### config.mk
export PLATFORM = sky130hd
export DESIGN_NAME = thread_fetch_seq_flat
export DESIGN_NICKNAME = d
export VERILOG_FILES = /design/src/rtl/thread_fetch_seq_if.sv /design/src/rtl/thread_fetch_seq.sv /design/src/flat_wrapper.sv
export SDC_FILE = /design/constraint.sdc
export NUM_CORES = 1
export LEC_CHECK = 0
export BUFFER_PORTS_ARGS = -buffer_cell sky130_fd_sc_hd__clkbuf_2
export CAP_MARGIN = 20
export CELL_PAD_IN_SITES_DETAIL_PLACEMENT = 1
export CELL_PAD_IN_SITES_GLOBAL_PLACEMENT = 2
export CORE_ASPECT_RATIO = 0.7
export CORE_MARGIN = 2
export CORE_UTILIZATION = 37
export CTS_BUF_LIST = sky130_fd_sc_hd__clkbuf_2 sky130_fd_sc_hd__clkbuf_4 sky130_fd_sc_hd__clkbuf_8
export DETAILED_ROUTE_END_ITERATION = 16
export HOLD_SLACK_MARGIN = 0.12
export PLACE_DENSITY_LB_ADDON = 0.1
export SETUP_SLACK_MARGIN = 0.5
export SLEW_MARGIN = 20
export SYNTH_ARGS = -nofsm -noshare
export SYNTH_HDL_FRONTEND = slang
export SYNTH_SLANG_ARGS = --single-unit
export TNS_END_PERCENT = 1
### constraint.sdc
create_clock -name clk -period 9.7 [get_ports clk]
set_input_delay 0.485 -clock clk [delete_from_list [all_inputs] [get_ports clk]]
set_output_delay 0.485 -clock clk [all_outputs]
set_load 0.05 [all_outputs]
### src/rtl/thread_fetch_seq_if.sv
// Bundle between the thread sequencer and its neighbours.
// The FETCH request side carries f_enable, f_write_mode, f_addr, f_thread,
// f_data and f_ack. The decode side carries instr, instr_pc, instr_thread,
// instr_valid and instr_ready.
// master: the sequencer. slave: FETCH together with decode.
interface thread_fetch_seq_if #(
  parameter int unsigned TW = 2
);
  logic          f_enable;
  logic          f_write_mode;
  logic [31:0]   f_addr;
  logic [TW-1:0] f_thread;
  logic [31:0]   f_data;
  logic          f_ack;
  logic [31:0]   instr;
  logic [31:0]   instr_pc;
  logic [TW-1:0] instr_thread;
  logic          instr_valid;
  logic          instr_ready;

  modport master (
    output f_enable, f_write_mode, f_addr, f_thread,
    output instr, instr_pc, instr_thread, instr_valid,
    input  f_data, f_ack, instr_ready
  );

  modport slave (
    input  f_enable, f_write_mode, f_addr, f_thread,
    input  instr, instr_pc, instr_thread, instr_valid,
    output f_data, f_ack, instr_ready
  );
endinterface

### src/rtl/thread_fetch_seq.sv
// Upstream sequencer for the FETCH unit.
// It keeps one PC per hardware thread and picks the next enabled, non-faulted
// thread in round-robin order. It issues one word read at a time over the
// FETCH enable/ack interface. Each returned word goes to decode over
// valid/ready. Execute can redirect a thread's PC through pc_wr.
// Ports:
//   clk, rst        clock; asynchronous active-high reset
//   thread_en       per-thread run enable
//   bus (master)    FETCH request and decode handshake
//   pc_wr*          redirect strobe, target thread and new PC
//   fault           sticky per-thread illegal-PC flag
module thread_fetch_seq #(
  parameter int unsigned NTHREADS = 4,
  parameter int unsigned TW       = 2,
  parameter logic [31:0] RESET_PC = 32'h0000_0000,
  parameter logic [31:0] REG_BASE = 32'hFFFF_FFF0
) (
  input  logic                clk,
  input  logic                rst,
  input  logic [NTHREADS-1:0] thread_en,
  thread_fetch_seq_if.master  bus,
  input  logic                pc_wr,
  input  logic [TW-1:0]       pc_wr_thread,
  input  logic [31:0]         pc_wr_val,
  output logic [NTHREADS-1:0] fault
);

  typedef enum logic [1:0] {IDLE, REQ, HOLD} state_t;

  state_t        state_q, state_d;
  logic [31:0]   pc_q [NTHREADS];
  logic [TW-1:0] rr_q;
  logic          gap_q;
  logic          discard_q;
  logic          f_enable_q;
  logic [31:0]   f_addr_q;
  logic [TW-1:0] f_thread_q;
  logic [31:0]   instr_q;
  logic [31:0]   instr_pc_q;
  logic [TW-1:0] instr_thread_q;
  logic          instr_valid_q;

  logic          found;
  logic [TW-1:0] sel;
  logic [TW-1:0] cand;
  logic          sel_illegal;
  logic          wr_hits_sel;
  logic          wr_hits_req;
  logic          wr_hits_hold;
  logic          issue, mark_fault, deliver, drop_ack;

  // Round-robin scan starting just after the last thread that was served.
  always_comb begin
    found = 1'b0;
    sel   = rr_q;
    cand  = rr_q;
    for (int unsigned i = 1; i <= NTHREADS; i++) begin
      cand = rr_q + TW'(i);
      if (!found && thread_en[cand] && !fault[cand]) begin
        found = 1'b1;
        sel   = cand;
      end
    end
  end

  assign sel_illegal  = (pc_q[sel] >= REG_BASE);
  assign wr_hits_sel  = pc_wr && (pc_wr_thread == sel);
  assign wr_hits_req  = pc_wr && (pc_wr_thread == f_thread_q);
  assign wr_hits_hold = pc_wr && (pc_wr_thread == instr_thread_q);

  always_ff @(posedge clk or posedge rst) begin
    if (rst) state_q <= IDLE;
    else     state_q <= state_d;
  end

  // A redirect that lands on the selected thread in the same cycle skips
  // selection, so a stale PC is never issued. gap_q holds IDLE for one extra
  // cycle after a dropped ack. This keeps f_enable low for two cycles on that
  // path, the same as after a delivered instruction.
  always_comb begin
    state_d    = state_q;
    issue      = 1'b0;
    mark_fault = 1'b0;
    deliver    = 1'b0;
    drop_ack   = 1'b0;
    unique case (state_q)
      IDLE: begin
        if (!gap_q && found && !wr_hits_sel) begin
          if (sel_illegal) begin
            mark_fault = 1'b1;
          end else begin
            issue   = 1'b1;
            state_d = REQ;
          end
        end
      end
      REQ: begin
        if (bus.f_ack) begin
          if (discard_q || wr_hits_req) begin
            drop_ack = 1'b1;
            state_d  = IDLE;
          end else begin
            deliver = 1'b1;
            state_d = HOLD;
          end
        end
      end
      HOLD: begin
        if (bus.instr_ready || wr_hits_hold) state_d = IDLE;
      end
      default: state_d = IDLE;
    endcase
  end

  always_ff @(posedge clk or posedge rst) begin
    if (rst) begin
      rr_q           <= TW'(NTHREADS - 1);
      gap_q          <= 1'b0;
      discard_q      <= 1'b0;
      f_enable_q     <= 1'b0;
      f_addr_q       <= '0;
      f_thread_q     <= '0;
      instr_q        <= '0;
      instr_pc_q     <= '0;
      instr_thread_q <= '0;
      instr_valid_q  <= 1'b0;
      fault          <= '0;
      for (int unsigned t = 0; t < NTHREADS; t++) pc_q[t] <= RESET_PC;
    end else begin
      gap_q <= drop_ack;
      if (issue) begin
        f_enable_q <= 1'b1;
        f_addr_q   <= pc_q[sel];
        f_thread_q <= sel;
        rr_q       <= sel;
        discard_q  <= 1'b0;
      end
      if (mark_fault) rr_q <= sel;
      // A redirect to the in-flight thread poisons the pending response.
      if (state_q == REQ && wr_hits_req) discard_q <= 1'b1;
      if (deliver) begin
        instr_q        <= bus.f_data;
        instr_pc_q     <= f_addr_q;
        instr_thread_q <= f_thread_q;
        instr_valid_q  <= 1'b1;
        f_enable_q     <= 1'b0;
      end
      if (drop_ack) f_enable_q <= 1'b0;
      if (state_q == HOLD && state_d == IDLE) instr_valid_q <= 1'b0;
      for (int unsigned t = 0; t < NTHREADS; t++) begin
        if (pc_wr && pc_wr_thread == TW'(t)) begin
          pc_q[t]  <= pc_wr_val;
          fault[t] <= 1'b0;
        end else begin
          if (deliver && f_thread_q == TW'(t)) pc_q[t] <= pc_q[t] + 32'd1;
          if (mark_fault && sel == TW'(t))     fault[t] <= 1'b1;
        end
      end
    end
  end

  assign bus.f_enable     = f_enable_q;
  assign bus.f_write_mode = 1'b0;
  assign bus.f_addr       = f_addr_q;
  assign bus.f_thread     = f_thread_q;
  assign bus.instr        = instr_q;
  assign bus.instr_pc     = instr_pc_q;
  assign bus.instr_thread = instr_thread_q;
  assign bus.instr_valid  = instr_valid_q;

endmodule

### src/flat_wrapper.sv
// flat-port wrapper written by rule: the top's interface ports become plain ports
module thread_fetch_seq_flat 
#(
  parameter int unsigned NTHREADS = 4,
  parameter int unsigned TW       = 2,
  parameter logic [31:0] RESET_PC = 32'h0000_0000,
  parameter logic [31:0] REG_BASE = 32'hFFFF_FFF0
)
  (clk, rst, thread_en, pc_wr, pc_wr_thread, pc_wr_val, fault, bus_f_enable, bus_f_write_mode, bus_f_addr, bus_f_thread, bus_instr, bus_instr_pc, bus_instr_thread, bus_instr_valid, bus_f_data, bus_f_ack, bus_instr_ready);
  thread_fetch_seq_if #(.TW(TW)) bus_i ();
  input  logic clk;
  input  logic rst;
  input  logic [NTHREADS-1:0] thread_en;
  input  logic pc_wr;
  input  logic [TW-1:0] pc_wr_thread;
  input  logic [31:0] pc_wr_val;
  output logic [NTHREADS-1:0] fault;
  output wire logic [$bits(bus_i.f_enable)-1:0] bus_f_enable;
  output wire logic [$bits(bus_i.f_write_mode)-1:0] bus_f_write_mode;
  output wire logic [$bits(bus_i.f_addr)-1:0] bus_f_addr;
  output wire logic [$bits(bus_i.f_thread)-1:0] bus_f_thread;
  output wire logic [$bits(bus_i.instr)-1:0] bus_instr;
  output wire logic [$bits(bus_i.instr_pc)-1:0] bus_instr_pc;
  output wire logic [$bits(bus_i.instr_thread)-1:0] bus_instr_thread;
  output wire logic [$bits(bus_i.instr_valid)-1:0] bus_instr_valid;
  input wire logic [$bits(bus_i.f_data)-1:0] bus_f_data;
  input wire logic [$bits(bus_i.f_ack)-1:0] bus_f_ack;
  input wire logic [$bits(bus_i.instr_ready)-1:0] bus_instr_ready;
  assign bus_f_enable = bus_i.f_enable;
  assign bus_f_write_mode = bus_i.f_write_mode;
  assign bus_f_addr = bus_i.f_addr;
  assign bus_f_thread = bus_i.f_thread;
  assign bus_instr = bus_i.instr;
  assign bus_instr_pc = bus_i.instr_pc;
  assign bus_instr_thread = bus_i.instr_thread;
  assign bus_instr_valid = bus_i.instr_valid;
  assign bus_i.f_data = bus_f_data;
  assign bus_i.f_ack = bus_f_ack;
  assign bus_i.instr_ready = bus_instr_ready;
  thread_fetch_seq #(.NTHREADS(NTHREADS), .TW(TW), .RESET_PC(RESET_PC), .REG_BASE(REG_BASE)) u_core (.clk(clk), .rst(rst), .thread_en(thread_en), .bus(bus_i), .pc_wr(pc_wr), .pc_wr_thread(pc_wr_thread), .pc_wr_val(pc_wr_val), .fault(fault));
endmodule
==> Yosys cells after proc, flatten, opt, wreduce, memory -nomap -nowiden <==
Cells that the tools add are included.
{ "op_classes": {"n_eq_ne": 14, "n_lt_le_gt_ge": 6, "n_bitwise": 1, "addsub": 7, "n_mux": 70, "reduce_logical": 54} }
{ "op_table": {"columns": ["op", "n"], "rows": [
  ["32-bit 2-to-1 mux", 10],
  ["32-bit by 1-bit adder with 32-bit output, second input constant", 4],
  ["32-bit binary-select mux with 2-bit select", 1],
  ["1-bit 2-to-1 mux", 39],
  ["32-bit >= comparator, second input constant", 1],
  ["1-bit logical AND", 26],
  ["2-bit 2-to-1 mux", 11],
  ["2-bit nonzero test", 11],
  ["1-bit binary-select mux with 2-bit select", 8],
  ["2-bit equality test, second input constant", 7],
  ["2-bit by 3-bit < comparator with 1-bit output, second input constant", 4],
  ["2-bit logical NOT", 5],
  ["1-bit logical NOT", 9],
  ["2-bit by 1-bit equality test with 1-bit output, second input constant", 4],
  ["2-bit equality test", 3],
  ["2-bit case mux with 3 select lines", 1],
  ["2-bit adder, second input constant", 2],
  ["3-bit >= comparator, second input constant", 1],
  ["2-bit inverter with 3-bit output", 1],
  ["3-bit nonzero test", 1],
  ["2-bit by 1-bit adder with 2-bit output, second input constant", 1],
  ["1-bit logical OR", 2]
]} }
{ "word_totals": {"register_bits": 240, "out_inout_bits": 107} }

==> Logic depth before layout (Yosys ltp) <==
Gate-level depths: netlist (run 1).
{ "depth": {"ltp_word": 29, "ltp_mapped": 10} }

==> Worst setup path after synthesis (run 1) <==
Ideal clock, no wire load.
{ "synth_path": {"kind": "reg-to-reg", "from": "reg u_core.fault[1]", "to": "reg u_core.f_addr_q[0], in the netlist u_core.bus.f_addr[0]", "synth_period_minus_slack_ns": 2.801, "path_stages_with_launch": 9, "n_path_buf": 1, "t_arrival_ns": 2.676, "setup_slack_ns": 6.899, "path_cell_list": "dfrtp_1 > nor2b_1 > and2_1 > a22oi_1 > nand2_1 > o211a_1 > o211ai_4 > buf_8 > mux2_4"} }
{ "synth_via": {"elab_chain_len": 25, "word_cells_on_any_way": 43, "cone_classes": "order compare: 1; eq/ne: 1; mux: 22; bitwise: 1; reduce/logical: 18"} }
{ "synth_rtl": {"columns": ["item", "line_no", "rtl"], "rows": [
  ["start, declared", "thread_fetch_seq.sv:25", "output logic [NTHREADS-1:0] fault"],
  ["start signal, assigned", "thread_fetch_seq.sv:127", "fault <= '0;"],
  ["start signal, assigned by index", "thread_fetch_seq.sv:153", "fault[t] <= 1'b0;"],
  ["start signal, assigned by index", "thread_fetch_seq.sv:156", "if (mark_fault && sel == TW'(t)) fault[t] <= 1'b1;"],
  ["1-bit binary-select mux with 2-bit select", "thread_fetch_seq.sv:59", "if (!found && thread_en[cand] && !fault[cand]) begin"],
  ["1-bit 2-to-1 mux (not written as such)", "thread_fetch_seq.sv:59", null],
  ["1-bit logical NOT", "thread_fetch_seq.sv:59", null],
  ["1-bit logical AND", "thread_fetch_seq.sv:59", null],
  ["1-bit 2-to-1 mux", "thread_fetch_seq.sv:59", null],
  ["1-bit logical NOT", "thread_fetch_seq.sv:59", null],
  ["1-bit logical AND (2 in series)", "thread_fetch_seq.sv:59", null],
  ["1-bit 2-to-1 mux", "thread_fetch_seq.sv:59", null],
  ["(+7 left out)", null, null],
  ["2-bit 2-to-1 mux", "thread_fetch_seq.sv:59", null],
  ["2-bit inverter with 3-bit output (not written as such)", "thread_fetch_seq.sv:66, thread_fetch_seq.sv:133", null],
  ["32-bit binary-select mux with 2-bit select", "thread_fetch_seq.sv:66, thread_fetch_seq.sv:133", null],
  ["32-bit 2-to-1 mux (not written as such) (2 in series)", "thread_fetch_seq.sv:66, thread_fetch_seq.sv:133", null],
  ["32-bit >= comparator", "thread_fetch_seq.sv:66", "assign sel_illegal = (pc_q[sel] >= REG_BASE);"],
  ["1-bit 2-to-1 mux", "thread_fetch_seq.sv:89", "if (sel_illegal) begin"],
  ["1-bit 2-to-1 mux", "thread_fetch_seq.sv:88", "if (!gap_q && found && !wr_hits_sel) begin"],
  ["1-bit 2-to-1 mux", "thread_fetch_seq.sv:86", "unique case (state_q)"],
  ["end signal, assigned", "thread_fetch_seq.sv:133", "f_addr_q <= pc_q[sel];"],
  ["end, declared", "thread_fetch_seq.sv:36", "logic [31:0] f_addr_q;"]
]} }
Parallel ways exist; a longest one is shown, timed or not. The select of a mux whose other input is x is not followed.
A chain may end at the register's enable or synchronous reset.

==> Worst setup path in the final report (run 1) <==
{ "layout_path": {"from": "reg u_core.fault[2]", "to": "reg u_core.f_addr_q[27], in the netlist u_core.bus.f_addr[27]"} }
Same word-level chain as after synthesis.

==> results.toml, run 1 <==
[sta]
hold_viol = 0
fin_ws_ns = 6.21
slew_violations = 0
setup_viol = 0
fin_crit_ns = 3.49
fin_crit_sh_pct = 36.0
slew_headroom_pct = 25.8
setup_tns_ns = 0
fmax_mhz = 286
rsz0062_at_grt = "no"
worst_pin_slew_ns = 1.11
skew_ns = 0.0316

[critical_path]
cp-end-kind = "flip-flop"
reg2reg_to = "u_core.bus.f_addr[27]"
worstPathCellList = "nor2b_1 -> o2bb2ai_1 -> a211oi_4 -> buf_4 -> xor2_1 -> nand4b_1 -> o211ai_4 -> buf_4 -> mux2_2"
worst_ep_required_time_ns = 10.19
max_stage_delay_ns = 0.59
crit_fanout = 39
worstSetupStartpointType = "flip-flop"
critPathArrivalTime_ns = 3.98
reg2regPathDepth = 9
worstSetupPathType = "flip-flop to flip-flop"
reg2reg_slack_ns = 6.21
cp_slowest_cell = "buf_4"
crit_path_frequent_cell = "buf_4"
rr_startpoint = "u_core.fault[2]"

[clock_network]
clock_latency_ns = 0.60
numCtsBuffers = 43
clkTransAtPathRegs_ns = 0.07
cts_max_level = 2
cts_root_buffer = "clkbuf_8"
cts_buffer_depth = 3
cts_sinks = 240
postCtsSetupRepairBufs = 0
cts_tree = "done"

[yosys]
synth_top_area_cell = "dfrtp_1"
synth_edf_count = 0
syn-num-nets = 1532
synth_most_common_cell = "nand2_1"
synth.top_cell.area_share_pct = 45.6
ys_ff_latch = 240
syn_inst = 1453
synth_area_leaders = "dfrtp_1, nand2_1, mux2i_1, o21ai_0, mux2_4"
synth.avg_cell_area_um2 = 9.00
synth_top_flop_cell = "dfrtp_1"
synthArstFlopShare_pct = 100
yosys_warnings = 0
synth.distinct_cells = 67
synth_seq_area_share_pct = 46.0
synthTopCellsByCount = "nand2_1, dfrtp_1, o21ai_0"
syn_area_um2 = 13100

[die]
dieArea_um2 = 36900
start_util_pct = 37.6
die_y_um = 161
die_x_um = 229
rows = 57
coreArea_um2 = 34700
pin_count = 182

[placed_design]
dpl.hpwl_um = 36400
gp_congestion = 0.888
port_buffers = 180
dp_slack_ns = 6.02

[layout]
fillers = 4104
synthToLayoutAreaGrowth_pct = 20.2
final_nets = 1737
drive_above_1_share_pct = 20.1
diodes = 0
final_util_pct = 45.2

[drt]
route.detailed.drc = 0
num_vias = 12200
drt_wl_total_um = 51300
drtIter0Drc = 1001
dr.pass1.iters = 5
drtAntennaViolNets = 0
viasPerCell = 5.65
wl_per_cell_um = 23.7

[global_routing]
antenna_found_initial = 0
grt_overflow_total = 0
grt_pass1_wl_um = 78000
grt_use_total_pct = 27.8
grt_max_degree = 111
grt_pass1_vias = 12200

[hold_path]
worstHoldPathCells = 3
hold_path_class = "input port to flip-flop"
hp-start = "pc_wr_val[28]"
hold_end = "u_core.pc_q[92]"

[power_and_ir_drop]
ir_drop_mv = 0.162
leakagePower_nw = 7.26
cellPowerDensity_nw_per_um2 = 340
power.total_mw = 5.34

[run_status]
status = "finished, final reports clean"

[job]
drv_cap = 0
## kinds of logic (layout without fill, tap and decap cells)
| group | after synthesis | count (layout) | share of synthesized area (%) |
|---|---|---|---|
| simple gates | 693 | 693 | 23.9 |
| compound gates | 241 | 241 | 12.1 |
| flops | 240 | 240 | 46.0 |
| mux | 128 | 128 | 10.8 |
| buf+inv | 94 | 330 | 3.22 |
| xor+xnor | 52 | 52 | 3.48 |
| fa+ha+maj | 4 | 4 | 0.383 |
| other cells | 1 | 1 | 0.0287 |
## routing by layer
| metal | vias to the layer above | GRT usage, % | wire length, um |
|---|---|---|---|
| met1 | 6211 | 42.6 | 25500 |
| li1 | 5566 | - | - |
| met5 | - | 0 | 0 |
| met4 | 0 | 5.35 | 787 |
| met3 | 55 | 7.94 | 4300 |
| met2 | 388 | 38.6 | 20800 |
## state kept, by name, summed over array words and instances (netlist names), 2 cells and up
register	count
u_core.pc_q	128
u_core.fault	4
u_core.rr_q	2
u_core.bus.instr_pc	32
u_core.bus.f_thread	2
u_core.state_q	2
u_core.bus.instr	32
u_core.bus.instr_thread	2
u_core.bus.f_addr	32
## cell type report
class | count | area (um2) | area share, %
multi-input combinational | 1119 | 6710 | 42.7
tap | 472 | 591 | 3.76
timing repair buffer | 236 | 1410 | 8.97
sequential | 240 | 6010 | 38.2
inverter | 18 | 75.1 | 0.478
clock inverter | 14 | 111 | 0.709
clock buffer | 62 | 810 | 5.15
## timing repair
action                                 in CTS  in global routing
hold buffers                               34                  0
endpoints found under the hold margin      74                  0
resized for setup                           0                  0
## worst max path at each step
stage                         start                     to  slack (ns)
floorplan                       rst   u_core.bus.f_addr[0]        2.63
global placement       thread_en[2]  u_core.bus.f_addr[27]        6.14
detailed placement     thread_en[2]  u_core.bus.f_addr[28]        6.02
CTS                 u_core.fault[2]  u_core.bus.f_addr[26]        6.18
global route        u_core.fault[2]  u_core.bus.f_addr[27]        6.03
finish              u_core.fault[2]  u_core.bus.f_addr[27]        6.21
## cell usage in the layout, fill, tap and decap left out, types with 12 or more instances in the layout
cell | netlist | final
o211ai_1 | 12 | 12
dlygate4sd3_1 | 0 | 34
mux2i_1 | 94 | 94
buf_4 | 1 | 21
inv_1 | 18 | 17
nand2_1 | 380 | 380
a21oi_1 | 21 | 21
o311ai_0 | 12 | 12
clkbuf_2 | 1 | 180
nand4_1 | 35 | 35
nor3_1 | 40 | 38
a221o_1 | 31 | 31
nor2_1 | 71 | 68
clkbuf_8 | 0 | 55
xnor2_1 | 19 | 19
xor2_1 | 33 | 33
o21ai_0 | 115 | 115
nor4_1 | 20 | 19
dfrtp_1 | 238 | 238
and3_1 | 21 | 21
mux2_4 | 25 | 25
a31oi_1 | 13 | 13
nand3_1 | 71 | 71
## worst max-delay path, delay by kind of cell, from the launching register on
kind / cells / cell delay (ns)
xor+xnor: 1 / 0.20
compound gates: 3 / 0.59
buf+inv: 2 / 1.13
flops: 1 / 0.42
simple gates: 2 / 0.60
mux: 1 / 0.40
## metrics by stage
stage | cell area (um2) | instances | hold WS, ns
2_1_floorplan | 13100 | 1453 | 0.490
3_3_place_gp | 14400 | 2049 | 0.457
3_5_place_dp | 14400 | 2050 | 0.462
4_1_cts | 15700 | 2160 | 0.164
5_1_grt | 15700 | 2161 | 0.198
6_report | 15700 | 2161 | 0.198
## report_power, final
group	switching (mW)	leakage, nW	internal [mW]	total (mW)
combinational	1.68	3.77	0.792	2.47
clock	0.474	0.492	0.568	1.04
sequential	0.457	3.00	1.37	1.83
total	2.61	7.26	2.73	5.34
Note: power is estimated with default switching activity, not from simulation.
==> inputs of run 2 (changes only) <==
--- a/config.mk
+++ b/config.mk
@@ -11,7 +11,7 @@
 export CELL_PAD_IN_SITES_GLOBAL_PLACEMENT = 2
 export CORE_ASPECT_RATIO = 0.7
 export CORE_MARGIN = 2
-export CORE_UTILIZATION = 37
+export CORE_UTILIZATION = 33
 export CTS_BUF_LIST = sky130_fd_sc_hd__clkbuf_2 sky130_fd_sc_hd__clkbuf_4 sky130_fd_sc_hd__clkbuf_8
 export DETAILED_ROUTE_END_ITERATION = 16
 export HOLD_SLACK_MARGIN = 0.12
==> constraint.sdc (replaced) <==
create_clock -name clk -period 2.8 [get_ports clk]
set_input_delay 0.14 -clock clk [delete_from_list [all_inputs] [get_ports clk]]
set_output_delay 0.14 -clock clk [all_outputs]
set_load 0.05 [all_outputs]
==> run 2 against run 1 <==
Compared with the run above: worst hold slack lost 0.019 ns; die area rose by 12%; sequential cell count stayed put; setup slack worse by 5.9 ns; clock power grew to 3.9 times the previous value; largest power group unchanged; critical endpoint is now u_core.bus.f_addr[29]; critical path depth up 1; total power rose to 3.8 times the previous value; routed wire length increased by 8.6%; utilization shrank 0.10 points; largest cell class unchanged; register-to-register slack lost 5.9 ns; final area is 11% higher.
==> results.toml, run 2 (synthesis results as in run 1) <==
[run_status]
status = "finished, final reports clean"

[layout]
final_nets = 1880
final_area_um2 = 17500
largest_register = "u_core.pc_q"
mostFrequentLayoutCell = "nand2_1"
drive_above_1_share_pct = 27.2
largest_register_ffs = 128
fillers = 4550
diodes = 0
synthToLayoutAreaGrowth_pct = 33.8
final_cell_mix = "nand2_1, dfrtp_1, clkbuf_2"

[power_and_ir_drop]
combPwrFrac_pct = 50.6
power_switching_mw = 9.56
clkPwrFrac_pct = 19.7
switching_share_pct = 46.7
cellPowerDensity_nw_per_um2 = 1170
ir_drop_mv = 0.488
leakagePower_nw = 8.05
p_seq_share_pct = 29.7
intPower_mw = 10.9

[critical_path]
crit_fanout = 5
critPathArrivalTime_ns = 3.01
crit_path_start = "u_core.pc_q[115]"
worst_ep_required_time_ns = 3.27
cp-end-kind = "flip-flop"
reg2reg_slack_ns = 0.26
reg2regPathDepth = 10
rr_startpoint = "u_core.pc_q[115]"
worstSetupPathType = "flip-flop to flip-flop"
worstSetupStartpointType = "flip-flop"

[sta]
hold_viol = 0
fin_crit_ns = 2.54
slew_headroom_pct = 49.1
worst_pin_slew_ns = 0.764
rsz0062_at_grt = "yes"
skew_ns = 0.0355
setup_viol = 0
slew_violations = 0
fin_ws_ns = 0.259
fmax_mhz = 394
fin_crit_sh_pct = 90.8
setup_tns_ns = 0

[die]
die_y_um = 171
coreArea_um2 = 38700
rows = 60
dieArea_um2 = 41300
die_x_um = 242
start_util_pct = 33.8
pin_count = 182

[drt]
viasPerCell = 5.45
drtIter0Drc = 995
dr.pass1.iters = 5
num_vias = 12800
route.detailed.drc = 0
drt_wl_total_um = 55700
wl_per_cell_um = 23.7
drtAntennaViolNets = 0

[hold_path]
hold_path_class = "input port to asynchronous set/reset pin"

[global_routing]
grt_pass1_wl_um = 83300
grt_use_total_pct = 26.8
grt_overflow_total = 0
antenna_found_initial = 0
grt_max_degree = 71
grt_pass1_vias = 12900

[clock_network]
cts_sinks = 240
clkTransAtPathRegs_ns = 0.06
numCtsBuffers = 44
cts_buffer_depth = 3
cts_root_buffer = "clkbuf_8"
clock_latency_ns = 0.60
cts_tree = "done"
cts_max_level = 2

[placed_design]
dp_slack_ns = 0.153
dpl.hpwl_um = 39600
port_buffers = 180
gp_congestion = 0.881
placed_area_um2 = 15200

[job]
drv_cap = 0
## run 2: cell types whose count changed in the layout (fill, tap and decap cells not counted), moves of 6 or more
cell and delta:
buf_12 +12, dlygate4sd3_1 +37, bufinv_16 +6, buf_4 +86, dfrtp_2 +14, nor2_1 -7
mux2i_1 -11, mux2i_2 +11, dfrtp_1 -14, nor2_2 +7
## run 2: power groups by stage
stage	registers, mW	logic [mW]	clock network, mW
after floorplan	8.11	4.11	0
after global placement	6.08	9.15	0
after detailed placement	6.11	9.29	0
after CTS	6.03	10.2	4.12
after global routing	6.26	11.0	4.28
final	6.08	10.4	4.03
## run 2: metrics by stage
step           utilization (%)  instances  total power, mW  hold WS (ns)
3_5_place_dp              39.1       2175             15.4         0.246
6_report                  45.1       2355             20.5         0.179
5_1_grt                   45.1       2355             21.5         0.215
4_1_cts                   44.8       2352             20.4         0.167
2_1_floorplan                -       1453             12.2         0.245
3_3_place_gp              39.1       2175             15.2         0.241
## run 2: worst paths after layout
check,to
min in group clk,u_core.bus.instr[16]
max in group asynchronous,u_core.pc_q[90]
worst min-delay path,u_core.pc_q[22]
worst min register to register,u_core.bus.instr_pc[22]
worst max register to register,u_core.bus.f_addr[29]
worst max-delay path,u_core.bus.f_addr[29]
## run 2: final cells by class
class | instances | area [um2] | share of cell area, %
sequential | 240 | 6030 | 34.5
inverter | 18 | 71.3 | 0.408
multi-input combinational | 1119 | 6920 | 39.5
clock buffer | 59 | 756 | 4.32
tap | 527 | 659 | 3.77
clock inverter | 14 | 250 | 1.43
timing repair buffer | 378 | 2810 | 16.1
## run 2: critical path, cell delays in order, from the launching register on
cell and delay [ns]:
dfrtp_1 0.37, and3_1 0.21, nand4_1 0.11, or4_4 0.61
a21oi_4 0.14, nor3_2 0.07, o211ai_4 0.20, buf_12 0.17
buf_6 0.11, buf_12 0.12, mux2_4 0.30
## run 2: layer usage
metal | track usage (%) | vias up | wire length (um)
met5 | 0 | - | 0
met4 | 4.86 | 0 | 782
met3 | 5.71 | 63 | 4190
met2 | 38.4 | 378 | 22900
met1 | 41.3 | 6536 | 27800
li1 | - | 5848 | -
## run 2: timing repair
action,in CTS,in global routing
gates cloned,4,0
hold buffers,71,0
endpoints found under the setup margin,106,171
gates resized for setup,49,26
endpoints found under the hold margin,309,0
buffers inserted,29,3
pin swaps,11,12
==> inputs of run 3 (changes only) <==
--- a/config.mk
+++ b/config.mk
@@ -16,7 +16,6 @@
 export DETAILED_ROUTE_END_ITERATION = 16
 export HOLD_SLACK_MARGIN = 0.12
 export PLACE_DENSITY_LB_ADDON = 0.1
-export SETUP_SLACK_MARGIN = 0.5
 export SLEW_MARGIN = 20
 export SYNTH_ARGS = -nofsm -noshare
 export SYNTH_HDL_FRONTEND = slang
==> run 3 against run 2 <==
Compared with the run above: die area did not move; combinational power is 9.8% lower; final area fell by 3.5%; sequential power about the same; non-clock buffer count fell by 36; total power is 4.8% lower; critical endpoint is now u_core.bus.f_addr[5]; largest cell class unchanged; highest routed layer unchanged.
==> results.toml, run 3 (synthesis results as in run 1) <==
[die]
coreArea_um2 = 38700
rows = 60
dieArea_um2 = 41300
die_y_um = 171
start_util_pct = 33.8
die_x_um = 242
pin_count = 182

[layout]
mostFrequentLayoutCell = "nand2_1"
final_cell_mix = "nand2_1, dfrtp_1, clkbuf_2"
drive_above_1_share_pct = 22.7
synthToLayoutAreaGrowth_pct = 29.1
largest_register_ffs = 128
final_area_um2 = 16900
largest_register = "u_core.pc_q"
diodes = 0
final_util_pct = 43.6
final_nets = 1844

[job]
drv_cap = 0

[sta]
rsz0062_at_grt = "no"
setup_tns_ns = 0
setup_viol = 0
fin_ws_ns = 0.104
slew_headroom_pct = 36.0
slew_violations = 0
skew_ns = 0.0382
fin_crit_ns = 2.70
fmax_mhz = 371
worst_pin_slew_ns = 0.957
hold_viol = 0
fin_crit_sh_pct = 96.3

[drt]
drtIter0Drc = 1006
num_vias = 12500
wl_per_cell_um = 23.2
drt_wl_total_um = 53800
drtAntennaViolNets = 0
viasPerCell = 5.40
route.detailed.drc = 0
dr.pass1.iters = 5

[clock_network]
clkTransAtPathRegs_ns = 0.06
clock_latency_ns = 0.59
cts_buffer_depth = 3
cts_max_level = 2
numCtsBuffers = 44
cts_tree = "done"
cts_root_buffer = "clkbuf_8"
cts_sinks = 240

[critical_path]
cp-end-kind = "flip-flop"
worstSetupStartpointType = "flip-flop"
worst_ep_required_time_ns = 3.24
critPathArrivalTime_ns = 3.14
crit_fanout = 26
worstSetupPathType = "flip-flop to flip-flop"

[power_and_ir_drop]
cellPowerDensity_nw_per_um2 = 1150
leakagePower_nw = 7.81
power.total_mw = 19.5
ir_drop_mv = 0.506

[placed_design]
placed_area_um2 = 15200
dpl.hpwl_um = 39600
dp_slack_ns = 0.153
gp_congestion = 0.881
port_buffers = 180

[global_routing]
grt_overflow_total = 0
grt_pass1_wl_um = 81200
grt_use_total_pct = 26.0
antenna_found_initial = 0
grt_max_degree = 71
grt_pass1_vias = 12700

[run_status]
status = "finished, final reports clean"

[hold_path]
hold_path_class = "input port to asynchronous set/reset pin"
## run 3: changes by cell type in the layout (fill, tap and decap cells not counted), moves of 6 or more
cell	delta
dfrtp_1	+14
buf_4	-26
mux2i_2	-11
nor2_1	+6
dfrtp_2	-14
mux2i_1	+11
nor2_2	-6
## run 3: report_power, final
part           leakage, nW  switching, mW  total (mW)  internal, mW
sequential            3.00           1.33        6.09          4.76
clock                0.520           1.62        4.01          2.39
combinational         4.29           6.21        9.38          3.17
total                 7.81           9.17        19.5          10.3
## run 3: through the flow
stage	cells	hold slack, ns
floorplan	1453	0.245
global placement	2175	0.241
detailed placement	2175	0.246
CTS	2319	0.167
global route	2319	0.221
finish	2319	0.185
## run 3: repair_timing
action                                 CTS  global route
endpoints found under the hold margin  309             0
setup endpoints to repair                0            32
resized for setup                        0             2
hold buffers                            71             0
buffers inserted                         0             0
## run 3: final timing paths
path	from	to	slack [ns]	depth (start not counted)
max	u_core.fault[2]	u_core.bus.f_addr[5]	0.10	8
min	rst	u_core.pc_q[22]	0.18	3
max reg2reg	u_core.fault[2]	u_core.bus.f_addr[5]	0.10	8
min reg2reg	u_core.bus.instr_pc[17]	u_core.bus.instr_pc[17]	0.47	2
max in group asynchronous	rst	u_core.bus.instr[18]	1.68	5
min in group clk	thread_en[3]	u_core.rr_q[0]	0.27	5
## run 3: worst max-delay path, cell delays in order, from the launching register on
cell	delay, ns
dfrtp_1	0.40
nor2b_1	0.27
nor2_1	0.11
a22o_1	0.35
nor2_4	0.22
buf_12	0.25
mux2i_1	0.40
mux2i_1	0.23
mux2_4	0.30
## run 3: layer usage
layer / track usage [%] / wire length (um) / up-vias
met5: 0 / 0 / -
met4: 4.80 / 791 / 0
met3: 5.24 / 3640 / 64
met2: 36.8 / 21900 / 365
met1: 40.7 / 27400 / 6312
li1: - / - / 5774
## run 3: area by class of cell
cell class / instances / area, um2
clock inverter: 14 / 250
sequential: 240 / 6010
multi-input combinational: 1119 / 6710
inverter: 18 / 71.3
clock buffer: 59 / 756
fill: 4585 / 21900
tap: 527 / 659
timing repair buffer: 342 / 2420
